==> src/rtl/rnn_seq_driver.sv <==
// rnn_seq_driver: buffers incoming samples and steps an external RNN cell
// through fixed-length sequences, clearing its hidden state before each one.
//
//   state | meaning
//   IDLE  | no sequence in flight, waiting for a buffered sample
//   CLEAR | one-cycle hidden-state clear ahead of the first step
//   RUN   | stepping the RNN once per buffered sample
module rnn_seq_driver #(
    parameter int BW_IN      = 32,
    parameter int BW_OUT     = 32,
    parameter int SEQ_LEN    = 8,
    parameter int FIFO_DEPTH = 16
) (
    input  logic                       clk,
    input  logic                       rst,
    input  logic                       s_valid,
    output logic                       s_ready,
    input  logic signed [BW_IN-1:0]    s_data,
    output logic signed [BW_IN-1:0]    rnn_in,
    output logic                       rnn_step,
    output logic                       rnn_clear,
    input  logic signed [BW_OUT-1:0]   rnn_out,
    output logic                       m_valid,
    input  logic                       m_ready,
    output logic signed [BW_OUT-1:0]   m_data,
    output logic                       m_last,
    output logic [$clog2(SEQ_LEN)-1:0] seq_idx
);

    localparam int AW = $clog2(FIFO_DEPTH);
    localparam int CW = AW + 1;
    localparam int IW = $clog2(SEQ_LEN);

    typedef enum logic [1:0] {IDLE, CLEAR, RUN} state_t;

    state_t                  state, state_next;
    logic signed [BW_IN-1:0] mem [FIFO_DEPTH];
    logic [AW-1:0]           wr_ptr, rd_ptr;
    logic [CW-1:0]           count;
    logic                    push, pop, empty, seq_end;

    assign empty   = (count == '0);
    assign s_ready = (count < CW'(FIFO_DEPTH));
    assign push    = s_valid && s_ready;
    assign pop     = rnn_step;
    assign rnn_in  = empty ? '0 : mem[rd_ptr];
    assign seq_end = (seq_idx == IW'(SEQ_LEN - 1));

    // Sample storage; contents need no reset since the pointers gate every read.
    always_ff @(posedge clk) begin
        if (push) begin
            mem[wr_ptr] <= s_data;
        end
    end

    // FIFO pointers and occupancy; a simultaneous push and pop leaves count alone.
    always_ff @(posedge clk) begin
        if (rst) begin
            wr_ptr <= '0;
            rd_ptr <= '0;
            count  <= '0;
        end else begin
            if (push) wr_ptr <= wr_ptr + AW'(1);
            if (pop)  rd_ptr <= rd_ptr + AW'(1);
            if (push && !pop)      count <= count + CW'(1);
            else if (pop && !push) count <= count - CW'(1);
        end
    end

    // Sequencer state register.
    always_ff @(posedge clk) begin
        if (rst) state <= IDLE;
        else     state <= state_next;
    end

    // Next state and step/clear strobes. After a sequence's final step we go
    // straight to CLEAR when a sample is still buffered (or arriving), so
    // back-to-back sequences are separated by exactly one clear cycle.
    always_comb begin
        state_next = state;
        rnn_clear  = 1'b0;
        rnn_step   = 1'b0;
        case (state)
            IDLE: begin
                if (!empty) state_next = CLEAR;
            end
            CLEAR: begin
                rnn_clear  = 1'b1;
                state_next = RUN;
            end
            RUN: begin
                rnn_step = !empty && (!m_valid || m_ready);
                if (rnn_step && seq_end) begin
                    state_next = ((count > CW'(1)) || push) ? CLEAR : IDLE;
                end
            end
            default: state_next = IDLE;
        endcase
    end

    // Result register and step index; results hold while the consumer stalls.
    always_ff @(posedge clk) begin
        if (rst) begin
            m_valid <= 1'b0;
            m_last  <= 1'b0;
            m_data  <= '0;
            seq_idx <= '0;
        end else if (rnn_step) begin
            m_valid <= 1'b1;
            m_data  <= rnn_out;
            m_last  <= seq_end;
            seq_idx <= seq_end ? '0 : seq_idx + IW'(1);
        end else if (m_valid && m_ready) begin
            m_valid <= 1'b0;
        end
    end

endmodule

==> config.mk <==
export PLATFORM = sky130hd
export DESIGN_NAME = rnn_seq_driver
export DESIGN_NICKNAME = d
export VERILOG_FILES = /design/src/rtl/rnn_seq_driver.sv
export SDC_FILE = /design/constraint.sdc
export NUM_CORES = 1
export LEC_CHECK = 0
export CORE_MARGIN = 5
export CORE_UTILIZATION = 50
export DETAILED_ROUTE_END_ITERATION = 16
export PLACE_DENSITY_LB_ADDON = 0.1
export RECOVER_POWER = 25
export SLEW_MARGIN = 20
export SYNTH_ARGS = -nofsm -noshare
export SYNTH_HDL_FRONTEND = slang
export SYNTH_SLANG_ARGS = --single-unit
export TNS_END_PERCENT = 50
==> constraint.sdc <==
create_clock -name clk -period 11.3 [get_ports clk]
set_input_delay 2.26 -clock clk [delete_from_list [all_inputs] [get_ports clk]]
set_output_delay 2.26 -clock clk [all_outputs]
set_load 0.1 [all_outputs]
== Word level (Yosys, flattened, before mapping) ==
Memory sizes are Yosys's and may differ from the RTL's. A register that Yosys moved wholly into a read port is not among the register bits.
Index checks and enable logic that the tools add are counted.
W data, S select, Z words.

* Add/sub/neg operators: 5
* Multiply operators: 0
* Div/mod/pow operators: 0
* $lt $le $gt $ge: 2
* Equal/unequal tests: 5
* Shift operators: 0
* Mux-type cells: 16
* Bitwise logic cells: 0
* Reduce and logical (&&, ||, !) cells: 17

{| class="wikitable"
|+ Operators by type and width
! operator !! count
|-
| $mux W32 || 1
|-
| $mux W5 || 2
|-
| $add A4 B1 Y4 const B || 2
|-
| $mux W4 || 2
|-
| $mux W1 || 7
|-
| $logic_and A1 B1 Y1 || 6
|-
| $pmux W2 S3 || 1
|-
| $add A5 B1 Y5 const B || 1
|-
| $gt A5 B1 Y1 const B || 1
|-
| $logic_not A5 Y1 || 1
|-
| $lt A5 B5 Y1 const B || 1
|-
| $sub A5 B1 Y5 const B || 1
|-
| $logic_not A1 Y1 || 4
|-
| $mux W2 || 2
|-
| $ne A2 B2 Y1 const B || 2
|-
| $reduce_bool A2 Y1 || 2
|-
| $add A3 B1 Y3 const B || 1
|-
| $eq A3 B3 Y1 const B || 1
|-
| $mux W3 || 1
|-
| $eq A2 B1 Y1 const B || 1
|-
| $eq A2 B2 Y1 const B || 1
|-
| $logic_not A2 Y1 || 1
|-
| $logic_or A1 B1 Y1 || 2
|-
| $reduce_and A2 Y1 || 1
|}

* Register bits after elaboration: 52
* Latch bits: 0
* Bits in writable memories: 512
* Bits in read-only memories: 0
* Input port bits: 68
* Output and inout port bits: 72
* Logic and storage cells: 54
* Memories: 1

{| class="wikitable"
|+ Memory list
! memory !! words !! width !! read ports !! clocked after memory_dff !! write ports !! line !! source
|-
| mem || 16 || 32 || 1 || 1 || 1 || 37 || <nowiki>logic signed [BW_IN-1:0] mem [FIFO_DEPTH];</nowiki>
|}

== Logic depth before layout (Yosys ltp) ==
Gate-level depths: netlist of the first run.

* Depth after elaboration: 7
* Gate-level depth with buffers: 11
* Gate-level depth less buffers: 9

== Worst setup path after synthesis of the first run ==
Ideal clock, no wire load.

* Kind: reg-to-output
* Start point: reg (tool-made name)
* End point: out rnn_in[10]
* Arrival time: 3.666 ns
* Data required time: 9.040 ns
* Setup slack: 5.374 ns
* Stages on the path, launching flop included: 7
* Buffers on the path: 4
* Path through: dfxtp_1 > buf_2 > buf_2 > buf_1 > clkbuf_1 > a211oi_1 > a211oi_1

{| class="wikitable"
|+ RTL lines
! item !! line !! source
|-
| to (decl) || 19 || <nowiki>output logic signed [BW_IN-1:0] rnn_in,</nowiki>
|}

== Worst setup path in the final report of the first run ==
* Start point: in m_ready
* End point: out rnn_step

* Word-level cells in the longest chain between the ends: 3

{| class="wikitable"
|+ Ends and longest elaborated chain
! item !! line !! source
|-
| from (decl) || 24 || <nowiki>input logic m_ready,</nowiki>
|-
| $logic_or A1 B1 Y1 || 92 || <nowiki>rnn_step = !empty && (!m_valid || m_ready);</nowiki>
|-
| $logic_and A1 B1 Y1 || 92 ||
|-
| $mux W1 || 83 || <nowiki>case (state)</nowiki>
|-
| to (decl) || 20 || <nowiki>output logic rnn_step,</nowiki>
|}

No other way between the ends.

==> results of run 1 <==
-- synthesized netlist by cell type, types with 2 or more instances --
library cell	count	area share (%)
edfxtp_1	512	71
mux4_2	127	13
nand2_1	78	1.3
dfxtp_1	56	5.2
a211oi_1	48	1.7
a21oi_1	45	1.0
clkbuf_1	36	0.62
mux2i_1	28	1.3
nor2_1	28	0.48
nor2b_1	27	0.78
buf_2	18	0.41
ha_1	12	0.69
a221o_1	7	0.32
a22o_1	7	0.28
inv_1	7	0.12
buf_4	6	0.21
nor3_1	5	0.12
xor2_1	5	0.20
nand2b_1	4	0.12
nand4_1	4	0.12
xnor2_1	4	0.16
buf_6	3	0.16
o21ai_0	3	0.069
a2111oi_0	2	0.081
buf_1	2	0.035
nand3_1	2	0.046
nand3b_1	2	0.069
o211ai_1	2	0.069
or3_1	2	0.058
-- area by class of cell --
type,count,area share [%]
sequential,568,64.1
inverter,7,0.102
timing repair buffer,161,6.03
tap,585,2.84
multi-input combinational,451,19.6
antenna,2,0.0194
clock inverter,39,1.52
clock buffer,65,5.70
-- power by group through the flow --
stage | sequential (W) | combinational (W) | clock, W
2_1_floorplan | 0.00259 | 0.00121 | 0
3_3_place_gp | 0.00249 | 0.00173 | 0
3_5_place_dp | 0.00250 | 0.00174 | 0
4_1_cts | 0.00246 | 0.00174 | 0.00192
5_1_grt | 0.00247 | 0.00180 | 0.00201
6_report | 0.00245 | 0.00172 | 0.00187
-- worst max path at each step --
stage / cells after the start / to / startpoint / slack [ns]
global route: 5 / rnn_step / m_ready / 3.04
global placement: 5 / rnn_step / m_ready / 2.96
finish: 5 / rnn_step / m_ready / 3.26
CTS: 5 / rnn_step / m_ready / 2.89
detailed placement: 5 / rnn_step / m_ready / 2.90
floorplan: 6 / rnn_in[10] / flip-flop / 5.37
-- kinds of logic (layout without fill, tap and decap cells) --
logic type                 after synthesis  count (layout)
other                                    0               2
AOI/OAI and AO/OA                      115             115
and+or+nand+nor                        160             160
adders and majority gates               12              12
DFF                                    568             568
xor gates and xnor gates                 9               9
buffers and inverters                   72             272
muxes                                  155             155
-- metal layers --
layer	part of all wire, %	track usage [%]	vias to the layer above
li1	-	-	4750
met1	44	28.3	5652
met2	50	32.6	241
met3	4.4	3.62	68
met4	1.9	4.71	6
met5	0.088	0	-
-- through the flow --
stage | hold WS, ns | instances | instance area, µm²
2_1_floorplan | 0.414 | 1091 | 21700
3_3_place_gp | 0.432 | 1772 | 23800
3_5_place_dp | 0.447 | 1772 | 23900
4_1_cts | 0.455 | 1876 | 25700
5_1_grt | 0.472 | 1877 | 25700
6_report | 0.452 | 1878 | 25700
-- flip-flops by register name, summed over array words and instances, names as in the netlist, named ones only --
register and count:
m_data 32, m_valid 1, state 2, count 5, mem 512, rd_ptr 4, seq_idx 3, wr_ptr 4
m_last 1
-- worst reg2reg max path, stage by stage (launching register included) --
cell	delay, ns
dfxtp_1	0.46
inv_1	0.10
ha_1	0.25
or4b_4	0.27
nand3_2	0.68
ha_1	0.63
or4b_2	0.64
a21oi_1	0.22
xnor2_1	0.14
nor2_1	0.05
==> impl_metrics.env, run 1 <==
export IMPL_yosys_most_used_dff="edfxtp_1"
export IMPL_reg2reg_depth=9
export IMPL_hold_violations=0
export IMPL_syn2layout_area_growth_pct=18.3
export IMPL_worst_setup_path_start_kind="input pin"
export IMPL_avgViaCountPerCell=5.71
export IMPL_hold_buffers=0
export IMPL_path_cells="clkdlybuf4s50_1 > nand2b_1 > nand3_2 > inv_2 > clkdlybuf4s50_1"
export IMPL_slew_headroom_pct=26.8
export IMPL_core_um2=43100
export IMPL_p_clk_share_pct=31.0
export IMPL_first_pass_iters=4
export IMPL_setup_viol=0
export IMPL_wl_um=46400
export IMPL_synth_seq_cells=568
export IMPL_status="finished, final reports clean"
export IMPL_multiInputGateArea_um2=5050
export IMPL_critical_path_buf_inv_count=3
export IMPL_drt_first_iter_violations=901
export IMPL_synth_area_um2=21700
export IMPL_final_seq_area_um2=16500
export IMPL_min_from="m_data[9]"
export IMPL_io_buffer_count=139
export IMPL_max_stage_delay_ns=1.26
export IMPL_place_gp_congestion=0.736
export IMPL_final_fill_count=3191
export IMPL_setup_ws_ns=3.26
export IMPL_dp_hpwl_um=24800
export IMPL_r2r_start="count[0]"
export IMPL_fin_util_pct=59.7
export IMPL_start_util_pct=50.5
export IMPL_grt_max_degree=61
export IMPL_cp_max_fo=43
export IMPL_worstPathArrival_ns=5.78
export IMPL_seqPwrFrac_pct=40.6
export IMPL_antenna_left=0
export IMPL_grt_pass1_vias=11200
export IMPL_p_comb_share_pct=28.4
export IMPL_min_path_type="flip-flop to flip-flop"
export IMPL_yosysUniqueCellTypes=38
export IMPL_drv_cap=0
export IMPL_cts_resized=0
export IMPL_num_rows=76
export IMPL_clk_pin_slew_worst_paths_ns=0.06
export IMPL_worstMarginPinSlew_ns=1.09
export IMPL_fmax_ghz=0.124
export IMPL_p_leak_nw=7.85
export IMPL_synth_top_family_by_area="multiplexers"
export IMPL_post_cts_setup_buffer_count=0
export IMPL_p_int_w=0.00399
export IMPL_synth_nets=1171
export IMPL_final_nets=1326
export IMPL_power_total_w=0.00604
export IMPL_power_density_nw_per_um2=235
export IMPL_drive_gt1_share_pct=20.2
export IMPL_layout_common_cells="edfxtp_1, mux4_2, clkdlybuf4s50_1, nand2_1, clkbuf_16"
export IMPL_htreeDepth=2
export IMPL_worst_ir_drop_vdd_v=0.000208
export IMPL_synthCells=1091
export IMPL_critPathSlowestCell="clkdlybuf4s50_1"
export IMPL_wl_per_cell_um=24.7
export IMPL_swShare_pct=34.0
export IMPL_synth_fa_ha_area_share_pct=0.690
export IMPL_yosysSeqAreaShare_pct=75.9
export IMPL_yosys_warnings=0
export IMPL_worstSkewPairLatency_ns=0.60
export IMPL_clock_path_buffers=3
export IMPL_setup_tns_ns=0
export IMPL_cts_root_buf="clkbuf_16"
export IMPL_worst_hold_path_endpoint="m_data[9]"
export IMPL_async_flop_share_pct=0
export IMPL_dieArea_um2=47800
export IMPL_clkSinkCount=568
export IMPL_r2r_end="count[4]"
export IMPL_vias=10700
export IMPL_grt_pass1_wl_um=70900
export IMPL_synth_xor_area_share_pct=0.363
export IMPL_hold_path_depth=2
export IMPL_pre_cts_ws_ns=2.90
export IMPL_cp_data_required_time_ns=9.04
export IMPL_synth_edf_count=512
export IMPL_period_share_pct=71.2
export IMPL_overflow=0
export IMPL_numCtsBuffers=57
export IMPL_cts_tree="built"
export IMPL_syn_avg_cell_area_um2=19.9
export IMPL_path_class="input pin to output pin"
export IMPL_drv_slew=0
export IMPL_fin_crit_ns=8.04
export IMPL_synthSimpleGateAreaFrac_pct=3.53
export IMPL_track_usage_pct=19.9
export IMPL_ioPinCount=140
export IMPL_die_w_um=219
export IMPL_critPathTopFamily="buffers and inverters"
export IMPL_skew_ns=0.0175
export IMPL_p_switching_w=0.00206
export IMPL_rsz0062_at_grt="no"
export IMPL_die_h_um=219
export IMPL_antenna_found_initial=6
export IMPL_endpoint_kind="output pin"
export IMPL_synth_compound_area_share_pct=3.56
export IMPL_drc_errors=0
export IMPL_final_common_cell="edfxtp_1"
export IMPL_regToRegSetupSlack_ns=7.72
export IMPL_crit_path_frequent_cell="clkdlybuf4s50_1"
export IMPL_synth_mux_area_share_pct=14.4
(Power assumes the default switching activity.)
==> run 2: changes to the inputs <==
Clock period 11.3 ns to 7.8 ns, I/O delays scaled along.
==> run 2 against run 1 <==
Clock skew shrank 0.0035 ns; register-to-register slack lost 3.1 ns; final cell count grew 0.27%; critical path depth grew 1; non-clock buffer count grew 7; clock power grew 38%; largest power group unchanged; count of clock-buffer cells in the layout grew 11; sequential cell count is the same; wire length shrank 1.0%; critical path type is now flip-flop to output pin.
==> impl_metrics.env, run 2 (synthesis results as in run 1) <==
export IMPL_wl_per_cell_um=24.4
export IMPL_fin_area_um2=25700
export IMPL_drv_cap=0
export IMPL_final_fill_count=3173
export IMPL_final_nets=1333
export IMPL_ioPinCount=140
export IMPL_min_path_type="flip-flop to flip-flop"
export IMPL_hold_path_depth=1
export IMPL_numCtsBuffers=57
export IMPL_cts_root_buf="clkbuf_16"
export IMPL_worst_setup_path_start_kind="flip-flop"
export IMPL_largest_reg_flops=512
export IMPL_fin_crit_ns=5.77
export IMPL_overflow=0
export IMPL_htreeDepth=2
export IMPL_period_share_pct=74.0
export IMPL_path_cells="buf_4 > mux4_2 > nor2b_1 > a211oi_1 > a211oi_1 > clkdlybuf4s50_1"
export IMPL_cts_resized=0
export IMPL_setup_viol=0
export IMPL_syn2layout_area_growth_pct=18.1
export IMPL_layout_common_cells="edfxtp_1, mux4_2, clkdlybuf4s50_1, nand2_1, clkbuf_16"
export IMPL_critPathTopFamily="buffers and inverters"
export IMPL_dieArea_um2=47800
export IMPL_vias=10700
export IMPL_path_class="flip-flop to output pin"
export IMPL_dp_hpwl_um=26000
export IMPL_final_seq_area_um2=16500
export IMPL_num_rows=76
export IMPL_grt_pass1_wl_um=70000
export IMPL_worstPathArrival_ns=4.21
export IMPL_largest_registers="mem x512, m_data x32, count x5"
export IMPL_track_usage_pct=19.6
export IMPL_cts_tree="built"
export IMPL_p_leak_nw=7.88
export IMPL_max_stage_delay_ns=1.24
export IMPL_grt_pass1_vias=11100
export IMPL_reg2reg_depth=4
export IMPL_cp_max_fo=51
export IMPL_placed_area_um2=23900
export IMPL_core_um2=43100
export IMPL_regMostFlops="mem"
export IMPL_drt_first_iter_violations=912
export IMPL_worstSkewPairLatency_ns=0.61
export IMPL_multiInputGateArea_um2=5030
export IMPL_crit_path_frequent_cell="a211oi_1"
export IMPL_rsz0062_at_grt="no"
export IMPL_layout_cells_non_filler=1883
export IMPL_antenna_found_initial=2
export IMPL_regToRegSetupSlack_ns=4.57
export IMPL_antenna_left=0
export IMPL_cp_data_required_time_ns=6.24
export IMPL_slew_headroom_pct=24.2
export IMPL_grt_max_degree=54
export IMPL_place_gp_congestion=0.744
export IMPL_antenna_cells=0
export IMPL_power_density_nw_per_um2=336
export IMPL_die_w_um=219
export IMPL_endpoint_kind="output pin"
export IMPL_worstMarginPinSlew_ns=1.13
export IMPL_clkSinkCount=568
export IMPL_fmax_ghz=0.173
export IMPL_post_cts_setup_buffer_count=0
export IMPL_dpl_cell_count=1779
export IMPL_cp_num_cells=6
export IMPL_drc_errors=0
export IMPL_critPathSlowestCell="clkdlybuf4s50_1"
export IMPL_io_buffer_count=139
export IMPL_critical_path_buf_inv_count=2
export IMPL_first_pass_iters=5
export IMPL_worst_ir_drop_vdd_v=0.000243
export IMPL_start_util_pct=50.5
export IMPL_avgViaCountPerCell=5.66
export IMPL_hold_buffers=0
export IMPL_drive_gt1_share_pct=20.6
export IMPL_die_h_um=219
export IMPL_final_common_cell="edfxtp_1"
export IMPL_wl_um=45900
export IMPL_drv_slew=0
export IMPL_status="finished, final reports clean"
export IMPL_hold_violations=0
export IMPL_skew_ns=0.0140
export IMPL_clk_pin_slew_worst_paths_ns=0.06
export IMPL_setup_tns_ns=0
export IMPL_clock_path_buffers=3
## run 2: cell type report
cell class                 count  area share [%]
clock buffer                  76            6.06
inverter                       7           0.102
clock inverter                28           0.818
multi-input combinational    451            19.6
sequential                   568            64.3
tap                          585            2.85
timing repair buffer         168            6.33
## run 2: worst register-to-register path, cell delays in order, from the launching register on
cell	delay [ns]
dfxtp_1	0.39
nor2b_1	0.62
nand2_1	0.45
nor3_2	0.81
buf_4	0.58
## run 2: final timing paths
check                 start         end
hold / removal     state[0]    state[0]
setup / recovery  flip-flop  rnn_in[25]
hold reg to reg    state[0]    state[0]
setup reg to reg   count[4]  mem[3][11]
## run 2: routing by layer
| layer | up-vias | part of all wire, % | global-route usage (%) |
|---|---|---|---|
| met2 | 214 | 50 | 32.1 |
| met4 | 2 | 1.9 | 5.13 |
| met3 | 66 | 4.3 | 2.94 |
| met1 | 5601 | 44 | 28.2 |
| met5 | - | 0.030 | 0 |
| li1 | 4772 | - | - |
## run 2: report_power, final
group          leakage (nW)  switching (W)  internal [W]
combinational          1.92        0.00178      0.000730
clock                 0.881        0.00111       0.00147
sequential             5.08      0.0000985       0.00345
## run 2: metrics by stage
step	total power, W	setup WS (ns)	util (%)	hold slack (ns)
floorplan	0.00551	2.57	-	0.414
finish	0.00864	2.03	59.6	0.446
global placement	0.00615	2.59	55.5	0.430
CTS	0.00873	1.96	59.6	0.447
global route	0.00898	1.73	59.6	0.478
detailed placement	0.00616	2.61	55.5	0.438
==> patch (settings of run 1) <==
Make the reset (`rst`) asynchronous in 3 clocked blocks.
--- a/src/rtl/rnn_seq_driver.sv
+++ b/src/rtl/rnn_seq_driver.sv
@@ -56,3 +56,3 @@
     // FIFO pointers and occupancy; a simultaneous push and pop leaves count alone.
-    always_ff @(posedge clk) begin
+    always_ff @(posedge clk or posedge rst) begin
         if (rst) begin
@@ -70,3 +70,3 @@
     // Sequencer state register.
-    always_ff @(posedge clk) begin
+    always_ff @(posedge clk or posedge rst) begin
         if (rst) state <= IDLE;
@@ -101,3 +101,3 @@
     // Result register and step index; results hold while the consumer stalls.
-    always_ff @(posedge clk) begin
+    always_ff @(posedge clk or posedge rst) begin
         if (rst) begin
Check against the original RTL: differs if rst is asserted again (counterexample within 4 cycles, from zero or initial values and one cycle with rst high); with rst held inactive, the same outputs for 4 cycles.
==> patch against run 1 <==
- the run now ends with capacitance limit, slew limit left
- synthesized area grew 0.55%
- via count shrank 4.4%
- worst setup slack gained 0.79 ns
- design area grew 0.17%
- count of clock-buffer cells in the layout grew 13
- maximum frequency grew 11%
- clock skew shrank 0.0031 ns
- worst hold slack gained 0.0046 ns
- wire length shrank 0.24%
- global-route usage shrank 0.20 points
- sequential cell count shrank 4
Power is not shown: default switching activity piles up to over one toggle a cycle in this logic, so the estimate is an artifact.
==> patch: results (changes against run 1) <==
- Capturing point of the worst reg2reg path: count[4] (unchanged)
- Failing checks: capacitance limit, slew limit
- Met3 WL: 2230 microns (was 2060 microns)
- Inverters: 41 (was 7)
- Clock-cell share of area: 7.12% (was 7.22%)
- Yosys cell types: 40 (was 38)
- Hold depth: 1 (was 2)
- First-pass GRT wire length: 69800 microns (was 70900 microns)
- WL final: 46300 microns (was 46400 microns)
- XOR/XNOR Fraction of Synth Area: 0.441% (was 0.363%)
- Pre-antenna DRT Iters: 5 (was 4)
- Status: finished with violations (was finished, final reports clean)
- Post-Synth Adder-Cell Area: 0.687% (was 0.690%)
- Uppermost layer routed: met4 (was met5)
- Seq/Total Area, Yosys: 76.3% (was 75.9%)
- Synth cell count leaders: edfxtp_1, mux4_2, dfrtp_1 (was edfxtp_1, mux4_2, nand2_1)
- Signal buffers: 159 (was 161)
- Layout clock buffers: 78 (was 65)
- Multi-In Gates: 340 (was 451)
- GPL Wtd Cong: 0.714 (was 0.736)
- Min-delay src: state[0] (was m_data[9])
- ANT cells: 1 (was 2)
- RR Startpoint: count[0] (unchanged)
- Number of global-route vias before repair: 10700 (was 11200)
- CP Max Fanout: 37 (was 43)
- CP Data Arrival Time: 4.99 ns (was 5.78 ns)
- Multi-input combinational cell area: 0.00481 sq mm (was 0.00505 sq mm)
- Metal1 wirelength: 20300 microns (was 20400 microns)
- Placed Area: 0.0239 sq mm (about the same)
- Total GRT Usage: 19.7% (was 19.9%)
- Slew Limit Fails: 53 (was 0)
- Slew HR: -87.4% (was 26.8%)
- Metal2 WL: 23100 microns (about the same)
- Max cap viols: 1 (was 0)
- Initial DRC count: 855 (was 901)
- Synth Net Count: 1075 (was 1171)
- Nets: 1244 (was 1326)
patch: cell count changes after synthesis, moves of 32 or more:
cell / delta
a211oi_1: -48
inv_1: +32
o221ai_1: +32
dfrtp_1: +52
a21oi_1: -43
dfxtp_1: -56
nand2_1: -73
patch: through the flow:
| step | hold WS (ns) | utilization [%] | setup slack, ns | std cells |
|---|---|---|---|---|
| 4_1_cts | 0.462 | 59.7 | 4.02 | 1794 |
| 5_1_grt | 0.486 | 59.7 | 3.91 | 1795 |
| 3_5_place_dp | 0.456 | 55.4 | 4.04 | 1688 |
| 3_3_place_gp | 0.445 | 55.4 | 4.05 | 1688 |
| 2_1_floorplan | 0.425 | - | 5.99 | 995 |
| 6_report | 0.457 | 59.7 | 4.05 | 1796 |
patch: layer usage:
metal	up-vias	global-route usage (%)
met5	-	0
met4	0	4.79
met3	62	2.99
met2	270	32.4
met1	5455	28.3
li1	4463	-
patch: worst max-delay path, delay by kind of cell:
family,cells,cell delay [ns]
buf+inv,3,2.26
simple gates,2,0.44
